## src/rtl/audio_playback_sequencer_if.sv

```systemverilog
// Avalon-MM read-master bundle between the playback sequencer and the
// on-board flash controller. The sequencer takes the master side.
interface audio_playback_sequencer_if #(
   parameter int ADDR_W = 23
);
   logic              flash_read;
   logic [ADDR_W-1:0] flash_address;
   logic              flash_waitrequest;
   logic [31:0]       flash_readdata;
   logic              flash_readdatavalid;

   modport master (
      output flash_read, flash_address,
      input  flash_waitrequest, flash_readdata, flash_readdatavalid
   );

   modport slave (
      input  flash_read, flash_address,
      output flash_waitrequest, flash_readdata, flash_readdatavalid
   );
endinterface

```

## src/rtl/audio_playback_sequencer.sv

```systemverilog
// Audio playback sequencer: fetches 32-bit words from flash (two 16-bit
// samples each) and emits the high byte of one sample per sample_tick.
// Owns play / pause / direction / restart.
// Build option PLAYBACK_LOOP_EN: when defined the image loops endlessly and
// done stays 0; when undefined, reaching the end of the image pulses done,
// reloads the start address for the current direction and pauses.
module audio_playback_sequencer #(
   parameter int                ADDR_W     = 23,
   parameter logic [ADDR_W-1:0] END_ADDR   = 23'h7FFFF,
   parameter logic [ADDR_W-1:0] START_ADDR = 23'h0
) (
   input  logic                       clk,
   input  logic                       reset_n,
   input  logic                       sample_tick,
   input  logic                       play,
   input  logic                       pause,
   input  logic                       dir,
   input  logic                       restart,
   audio_playback_sequencer_if.master flash,
   output logic [7:0]                 audio_data,
   output logic                       audio_valid,
   output logic                       playing,
   output logic                       overrun,
   output logic                       done
);

   typedef enum logic [2:0] {
      S_PAUSED,
      S_FETCH,
      S_WAIT_DATA,
      S_SAMPLE0,
      S_SAMPLE1,
      S_ADVANCE
   } state_t;

   state_t            state_reg, state_next;
   logic [ADDR_W-1:0] addr_reg, addr_next;
   logic [31:0]       word_reg;
   logic              word_fwd_reg;
   logic              pause_pend_reg, pause_pend_next;
   logic              restart_pend_reg, restart_pend_next;
   logic              done_next;
   logic              load_word, emit, set_overrun, tick_ok, accept;
   logic [7:0]        emit_byte, first_sample, second_sample;
   logic [7:0]        sample_hi [2];
   logic [ADDR_W-1:0] restart_addr, step_addr;
   logic              unused_low_bytes;

   // Only the high byte of each 16-bit sample is played.
   genvar gi;
   for (gi = 0; gi < 2; gi++) begin : g_lane
      assign sample_hi[gi] = word_reg[16*gi+8 +: 8];
   end
   assign unused_low_bytes = ^{word_reg[23:16], word_reg[7:0]};

   // Word order is fixed by the direction captured when the word was fetched,
   // so a direction change only takes effect at the next address step.
   assign first_sample  = word_fwd_reg ? sample_hi[0] : sample_hi[1];
   assign second_sample = word_fwd_reg ? sample_hi[1] : sample_hi[0];

   // A tick coinciding with pause or restart is swallowed entirely.
   assign tick_ok      = sample_tick && !pause && !restart;
   assign accept       = (state_reg == S_FETCH) && !flash.flash_waitrequest;
   assign restart_addr = dir ? START_ADDR : END_ADDR;

   // Next word address with explicit wrap at both ends of the image.
   always_comb begin
      if (dir)
         step_addr = (addr_reg == END_ADDR) ? START_ADDR : addr_reg + ADDR_W'(1);
      else
         step_addr = (addr_reg == START_ADDR) ? END_ADDR : addr_reg - ADDR_W'(1);
   end

   // State register.
   always_ff @(posedge clk) begin
      if (!reset_n)
         state_reg <= S_PAUSED;
      else
         state_reg <= state_next;
   end

   // Next-state and datapath control decode.
   always_comb begin
      state_next        = state_reg;
      addr_next         = addr_reg;
      pause_pend_next   = pause_pend_reg;
      restart_pend_next = restart_pend_reg;
      load_word         = 1'b0;
      emit              = 1'b0;
      emit_byte         = 8'h00;
      set_overrun       = 1'b0;
      done_next         = 1'b0;
      unique case (state_reg)
         S_PAUSED: begin
            if (restart) begin
               addr_next = restart_addr;
            end else if (play && !pause) begin
               state_next        = S_FETCH;
               pause_pend_next   = 1'b0;
               restart_pend_next = 1'b0;
            end
         end
         S_FETCH: begin
            // Address must stay stable until accepted, so commands are deferred.
            if (restart)    restart_pend_next = 1'b1;
            else if (pause) pause_pend_next   = 1'b1;
            if (tick_ok)    set_overrun       = 1'b1;
            if (!flash.flash_waitrequest) state_next = S_WAIT_DATA;
         end
         S_WAIT_DATA: begin
            // The outstanding read is always completed; pending commands
            // decide whether the returning word is used or discarded.
            if (restart)    restart_pend_next = 1'b1;
            else if (pause) pause_pend_next   = 1'b1;
            if (tick_ok)    set_overrun       = 1'b1;
            if (flash.flash_readdatavalid) begin
               pause_pend_next   = 1'b0;
               restart_pend_next = 1'b0;
               if (restart_pend_reg || restart) begin
                  addr_next  = restart_addr;
                  state_next = (pause_pend_reg || (pause && !restart)) ? S_PAUSED : S_FETCH;
               end else if (pause_pend_reg || pause) begin
                  state_next = S_PAUSED;
               end else begin
                  load_word  = 1'b1;
                  state_next = S_SAMPLE0;
               end
            end
         end
         S_SAMPLE0: begin
            if (restart) begin
               addr_next       = restart_addr;
               pause_pend_next = 1'b0;
               state_next      = S_FETCH;
            end else if (pause) begin
               pause_pend_next = 1'b1;
            end else if (sample_tick) begin
               emit       = 1'b1;
               emit_byte  = first_sample;
               state_next = S_SAMPLE1;
            end
         end
         S_SAMPLE1: begin
            if (restart) begin
               addr_next       = restart_addr;
               pause_pend_next = 1'b0;
               state_next      = S_FETCH;
            end else if (pause) begin
               pause_pend_next = 1'b1;
            end else if (sample_tick) begin
               emit       = 1'b1;
               emit_byte  = second_sample;
               state_next = S_ADVANCE;
            end
         end
         S_ADVANCE: begin
            if (restart) begin
               addr_next       = restart_addr;
               pause_pend_next = 1'b0;
               state_next      = S_FETCH;
            end else begin
               if (sample_tick && !pause) set_overrun = 1'b1;
               pause_pend_next = 1'b0;
`ifdef PLAYBACK_LOOP_EN
               addr_next  = step_addr;
               state_next = (pause_pend_reg || pause) ? S_PAUSED : S_FETCH;
`else
               if (dir ? (addr_reg == END_ADDR) : (addr_reg == START_ADDR)) begin
                  done_next  = 1'b1;
                  addr_next  = restart_addr;
                  state_next = S_PAUSED;
               end else begin
                  addr_next  = step_addr;
                  state_next = (pause_pend_reg || pause) ? S_PAUSED : S_FETCH;
               end
`endif
            end
         end
         default: state_next = S_PAUSED;
      endcase
   end

   // Output decode from the current state.
   always_comb begin
      flash.flash_read    = (state_reg == S_FETCH);
      flash.flash_address = addr_reg;
      playing             = (state_reg != S_PAUSED);
   end

   // Datapath registers: address, word, pending commands and audio outputs.
   always_ff @(posedge clk) begin
      if (!reset_n) begin
         addr_reg         <= START_ADDR;
         word_reg         <= '0;
         word_fwd_reg     <= 1'b1;
         pause_pend_reg   <= 1'b0;
         restart_pend_reg <= 1'b0;
         audio_data       <= 8'h00;
         audio_valid      <= 1'b0;
         overrun          <= 1'b0;
         done             <= 1'b0;
      end else begin
         addr_reg         <= addr_next;
         pause_pend_reg   <= pause_pend_next;
         restart_pend_reg <= restart_pend_next;
         if (load_word)   word_reg     <= flash.flash_readdata;
         if (accept)      word_fwd_reg <= dir;
         audio_valid      <= emit;
         if (emit)        audio_data   <= emit_byte;
         if (set_overrun) overrun      <= 1'b1;
         done             <= done_next;
      end
   end

endmodule

```

## src/flat_wrapper.sv

```systemverilog
// flat-port wrapper written by rule: the top's interface ports become plain ports
module audio_playback_sequencer_flat 
#(
   parameter int                ADDR_W     = 23,
   parameter logic [ADDR_W-1:0] END_ADDR   = 23'h7FFFF,
   parameter logic [ADDR_W-1:0] START_ADDR = 23'h0
)
  (clk, reset_n, sample_tick, play, pause, dir, restart, audio_data, audio_valid, playing, overrun, done, flash_flash_read, flash_flash_address, flash_flash_waitrequest, flash_flash_readdata, flash_flash_readdatavalid);
  audio_playback_sequencer_if #(.ADDR_W(ADDR_W)) flash_i ();
  input  logic clk;
  input  logic reset_n;
  input  logic sample_tick;
  input  logic play;
  input  logic pause;
  input  logic dir;
  input  logic restart;
  output logic [7:0] audio_data;
  output logic audio_valid;
  output logic playing;
  output logic overrun;
  output logic done;
  output wire logic [$bits(flash_i.flash_read)-1:0] flash_flash_read;
  output wire logic [$bits(flash_i.flash_address)-1:0] flash_flash_address;
  input wire logic [$bits(flash_i.flash_waitrequest)-1:0] flash_flash_waitrequest;
  input wire logic [$bits(flash_i.flash_readdata)-1:0] flash_flash_readdata;
  input wire logic [$bits(flash_i.flash_readdatavalid)-1:0] flash_flash_readdatavalid;
  assign flash_flash_read = flash_i.flash_read;
  assign flash_flash_address = flash_i.flash_address;
  assign flash_i.flash_waitrequest = flash_flash_waitrequest;
  assign flash_i.flash_readdata = flash_flash_readdata;
  assign flash_i.flash_readdatavalid = flash_flash_readdatavalid;
  audio_playback_sequencer #(.ADDR_W(ADDR_W), .END_ADDR(END_ADDR), .START_ADDR(START_ADDR)) u_core (.clk(clk), .reset_n(reset_n), .sample_tick(sample_tick), .play(play), .pause(pause), .dir(dir), .restart(restart), .flash(flash_i), .audio_data(audio_data), .audio_valid(audio_valid), .playing(playing), .overrun(overrun), .done(done));
endmodule
```

## config.mk

```make
export PLATFORM = sky130hd
export DESIGN_NAME = audio_playback_sequencer_flat
export DESIGN_NICKNAME = d
export VERILOG_FILES = /design/src/rtl/audio_playback_sequencer_if.sv /design/src/rtl/audio_playback_sequencer.sv /design/src/flat_wrapper.sv
export SDC_FILE = /design/constraint.sdc
export NUM_CORES = 1
export LEC_CHECK = 0
export BUFFER_PORTS_ARGS = -buffer_cell sky130_fd_sc_hd__clkbuf_2
export CAP_MARGIN = 20
export CORE_MARGIN = 2
export CORE_UTILIZATION = 50
export DETAILED_ROUTE_END_ITERATION = 12
export GPL_ROUTABILITY_DRIVEN = 0
export MAX_ROUTING_LAYER = met4
export PLACE_DENSITY_LB_ADDON = 0.12
export SYNTH_ARGS = -nofsm -noshare
export SYNTH_HDL_FRONTEND = slang
export SYNTH_SLANG_ARGS = --single-unit
```

## constraint.sdc

```tcl
create_clock -name clk -period 2.7 [get_ports clk]
set_input_delay 0 -clock clk [delete_from_list [all_inputs] [get_ports clk]]
set_output_delay 0 -clock clk [all_outputs]
set_load 0.005 [all_outputs]
```

* Yosys cells after proc, flatten, opt, wreduce, memory -nomap -nowiden *
Index checks and enable logic that the tools add are counted.

cells by class
  reductions and logical operators = 25
  equality and inequality tests = 16
  bitwise logic cells = 2
  multiplexer cells = 60
  $add $sub $neg = 2

operator list
  cell                                                                      count
  23-bit two-way mux                                                        8
  23-bit case mux with 3 select lines                                       1
  8-bit two-way mux                                                         8
  3-bit two-way mux                                                         13
  23-bit by 1-bit adder with 23-bit output (second input constant)          1
  23-bit by 19-bit equality test with 1-bit output (second input constant)  1
  23-bit logical NOT                                                        1
  1-bit two-way mux                                                         23
  23-bit by 1-bit subtractor with 23-bit output (second input constant)     1
  19-bit two-way mux                                                        1
  3-bit case mux with 6 select lines                                        1
  8-bit case mux with 2 select lines                                        1
  3-bit != test (second input constant)                                     4
  3-bit nonzero test                                                        3
  8-bit AND reduction                                                       1
  3-bit by 2-bit equality test with 1-bit output (second input constant)    2
  3-bit equality test (second input constant)                               2
  2-bit by 1-bit != test with 1-bit output (second input constant)          3
  2-bit != test (second input constant)                                     3
  3-bit AND reduction                                                       2
  3-bit OR reduction                                                        2
  1-bit logical AND                                                         5
  1-bit case mux with 5 select lines                                        1
  5-bit nonzero test                                                        1
  10 further kinds                                                          16

storage, ports and cells
  input port bits = 41
  register bits after elaboration = 72
  logic and storage cells = 115

* Longest topological paths before layout *
  depth after elaboration = 7
  depth in mapped cells = 9

* Worst setup path before layout *
Ideal clock, no wire load.

  kind = flip-flop to flip-flop
  start = reg u_core.addr_reg[9] (netlist: u_core.flash.flash_address[9])
  end = reg u_core.addr_reg[21] (netlist: u_core.flash.flash_address[21])
  data arrival time = 2.107 ns
  setup slack = 0.473 ns
  required time = 2.580 ns
  clock period less this slack = 2.227 ns
  path buffers = 2
  cell stages (with the launch flop) = 9
  setup time = 0.120 ns
  path through = dfxtp_1 -> buf_6 -> or4_4 -> buf_6 -> or3_4 -> nor2_8 -> nor3_2 -> nor3b_1 -> a211o_1

between the ends
  word-level cells in the longest chain between the ends = 6
  elaborated cells between the ends (all ways) = 11

RTL lines
  what                                                                         RTL line                                                        RTL
  from (decl)                                                                  audio_playback_sequencer.sv:37                                  logic [ADDR_W-1:0] addr_reg, addr_next;
  from (signal assigned)                                                       audio_playback_sequencer.sv:203                                 addr_reg <= addr_next;
  23-bit by 1-bit subtractor with 23-bit output, or another cell as far along  audio_playback_sequencer.sv:71                                  step_addr = (addr_reg == START_ADDR) ? END_ADDR : addr_reg - ADDR_W'(1);
  23-bit two-way mux (on tied branches)                                        audio_playback_sequencer.sv:71, audio_playback_sequencer.sv:69
  23-bit two-way mux                                                           audio_playback_sequencer.sv:68                                  if (dir)
  23-bit two-way mux *                                                         audio_playback_sequencer.sv:168                                 if (dir ? (addr_reg == END_ADDR) : (addr_reg == START_ADDR)) begin
  23-bit two-way mux *                                                         audio_playback_sequencer.sv:157                                 if (restart) begin
  23-bit case mux with 3 select lines *                                        audio_playback_sequencer.sv:93                                  unique case (state_reg)

Every way passes the cells marked *; elsewhere a longest branch is shown, timed or not.
A chain may end at the register's enable or synchronous reset.

* Worst setup path after layout *
  start = reg u_core.addr_reg[1] (netlist: u_core.flash.flash_address[1])
  end = reg u_core.addr_reg[16] (netlist: u_core.flash.flash_address[16])

The elaborated chain is that of the path after synthesis.

==> metrics.yaml <==
status:
  status: "complete, no violations"
pwr:
  power.share.switching_pct: 44.42
  internal_power_w: 0.001734
  clkPwrFrac_pct: 17.3
  power-per-cell-area_nw_per_um2: 699.9
  p_leak_nw: 1.827
  pwr-share-seq_pct: 36.6
  pwr-share-comb_pct: 46.1
  switchingPower_w: 0.001386
  vdd_drop_max_mv: 0.3310
yosys:
  async_reset_ff_share_pct: 0
  synth_top_area_share_pct: 29.78
  yosysSeqAreaShare_pct: 29.78
  synth_common_cells: "dfxtp_1, nand2_1, clkbuf_1, a21oi_1, nor2_1"
  synthCells: 467
  synth-main-ff-cell: "dfxtp_1"
  syn_area_um2: 3765
  syn_area_per_cell_um2: 8.062
  ys_warn_count: 0
  synth_area_leaders: "dfxtp_1, mux2i_1, a21oi_1, nand2_1, nor2b_1"
  ys_ff_latch: 56
  synth.distinct_cells: 63
  yosysTopAreaCell: "dfxtp_1"
  syn_nets: 511
  synth_edf_count: 0
  synth.most_common_cell: "dfxtp_1"
drt:
  wl_per_cell_um: 17.36
  post-route-drc-count: 0
  ant_nets: 0
  avgViaCountPerCell: 6.205
  drt_first_pass_iters: 5
  postRouteWirelength_um: 11010
  drt_iter0_markers: 395
  vias: 3934
setup_path:
  critPathMaxStageDelay_ns: 0.48
  r2r_cells: 8
  r2r_end: "u_core.flash.flash_address[16]"
  crit_required_ns: 2.93
  crit_fanout: 10
  cp-endpoint: "u_core.flash.flash_address[16]"
  startpoint: "u_core.flash.flash_address[1]"
  worstPathCellList: "ha_1, and3_1, nand4_1, buf_4, o21a_1, nand3_1, a21oi_1, a211o_1"
  r2r_start: "u_core.flash.flash_address[1]"
  criticalPathCategory: "flip-flop to flip-flop"
  startpoint_type: "flip-flop"
  end_kind: "flip-flop"
  r2r_slack_ns: 0.36
  slowest_stage: "dfxtp_1"
  cp_data_arrival_time_ns: 2.58
clock_tree:
  root_buffer: "clkbuf_8"
  worstSkewPairLatency_ns: 0.33
  htreeDepth: 2
  cts_tree: "built"
  post_cts_buffers: 0
  cts_resized: 0
  cts.sink_count: 56
  cts_buffers: 5
  clock_tree.buffer_depth: 2
  clk_pin_slew_ns: 0.12
  holdBufCountCts: 16
sta:
  final-hold-violation-count: 0
  tightestPinTransition_ns: 0.8048
  setup_tns_ns: 0
  max_freq_mhz: 426.5
  setup_viol: 0
  final.setup.worst_slack_ns: 0.3551
  relSlewSlack_pct: 46.25
  finClkSkew_ns: 0.005851
  min_period_ns: 2.345
  grt_setup_unrepaired: "no"
  maxSlewViolCount: 0
  min_period_over_period_pct: 86.85
floorplan:
  die_h_um: 90.78
  rows: 31
  start_util_pct: 51.91
  io_pins: 77
  placeableCoreArea_um2: 7253
  dieArea_um2: 8240
  die_w_um: 90.78
layout:
  num-fill-cells: 650
  final_util_pct: 61.46
  largest_register_ffs: 23
  diodes: 0
  final_area_um2: 4458
  areaGrowthSynthToFinish_pct: 18.41
  drive_gt1_share_pct: 20.93
  fin_nets: 578
grt:
  grt_max_degree: 29
  overflow: 0
  met2_usage_pct: 42.97
  grt.busiest_layer: "met2"
  grt_use_met3_pct: 4.341
  grtUsageTotal_pct: 27.85
  met1_usage_pct: 37.36
  grt_pass1_wl_um: 18370
  antenna_found_initial: 0
  grt_pass1_vias: 3692
placement:
  dp_hpwl_um: 7657
  io_buffers: 60
  dp_slack_ns: 0.4413
  post_dp_cell_area_um2: 4200
flow_run:
  maxCapViolCount: 0
min_path:
  hp-class: "input port to flip-flop"
## worst min path at each step
stage	start	endpoint	cells after the start
final	flash_flash_waitrequest	u_core.word_fwd_reg	4
after CTS	flash_flash_waitrequest	u_core.word_fwd_reg	4
after global placement	flash_flash_readdata[29]	u_core.word_reg[29]	3
after floorplan	flash_flash_readdata[26]	u_core.word_reg[26]	2
after detailed placement	flash_flash_readdata[25]	u_core.word_reg[25]	3
after global routing	flash_flash_waitrequest	u_core.word_fwd_reg	4
## critical path, delay by kind of cell, from the launching register on
| kind | cells | cell delay (ns) |
|---|---|---|
| fa+ha+maj | 1 | 0.28 |
| buf+inv | 1 | 0.21 |
| compound gates | 3 | 0.68 |
| simple gates | 3 | 0.59 |
| flops | 1 | 0.48 |
## per-stage QoR
stage	hold WS [ns]	power [W]	instances
after floorplan	0.1695	0.002113	467
after global placement	0.2573	0.002523	610
after detailed placement	0.2655	0.002545	610
after CTS	0.03331	0.003097	634
after global routing	0.07073	0.003310	634
final	0.02989	0.003120	634
## per-layer routing
metal  part of all wire (%)  routed length, um  up-vias
met5                      0                  0        -
met4                    1.6                174        0
met3                    6.1                672       15
met2                     46               5083      152
met1                     46               5076     1860
li1                       -                  -     1907
## cells in the final DEF (no fill, tap or decap), types with 10 or more instances in the layout
master and count:
and3_1 10, nand3_1 19, buf_4 24, dfxtp_1 56
mux2i_1 24, clkbuf_2 60, dlygate4sd3_1 16, a21oi_1 32
nand2_1 37, nor2_1 25, nor2b_1 22, o21ai_0 19
## cell type report
| type | count | area, um^2 | share of cell area [%] |
|---|---|---|---|
| clock inverter | 3 | 28.78 | 0.6455 |
| sequential | 56 | 1121 | 25.15 |
| tap | 99 | 123.9 | 2.779 |
| inverter | 4 | 15.01 | 0.3368 |
| multi-input combinational | 367 | 2460 | 55.18 |
| timing repair buffer | 100 | 640.6 | 14.37 |
| clock buffer | 5 | 68.82 | 1.544 |
## power by group through the flow
stage               combinational, W  sequential [W]  clock [W]
detailed placement           0.00139         0.00115          0
global route                 0.00157         0.00117   0.000578
floorplan                    0.00106         0.00105          0
CTS                          0.00142         0.00113   0.000546
global placement             0.00137         0.00115          0
finish                       0.00144         0.00114   0.000540
## cells by family (layout without fill, tap and decap cells)
family / after synthesis / count (layout) / synth area share, %
buffers and inverters: 44 / 112 / 4.885
AND/OR/NAND/NOR: 199 / 199 / 31.67
adder cells (fa/ha/maj): 3 / 3 / 0.9971
AO/OA/AOI/OAI: 132 / 132 / 24.19
multiplexers: 24 / 24 / 6.381
flip-flops: 56 / 56 / 29.78
XOR/XNOR: 9 / 9 / 2.094
No activity file was read; power rests on OpenSTA's default activity.
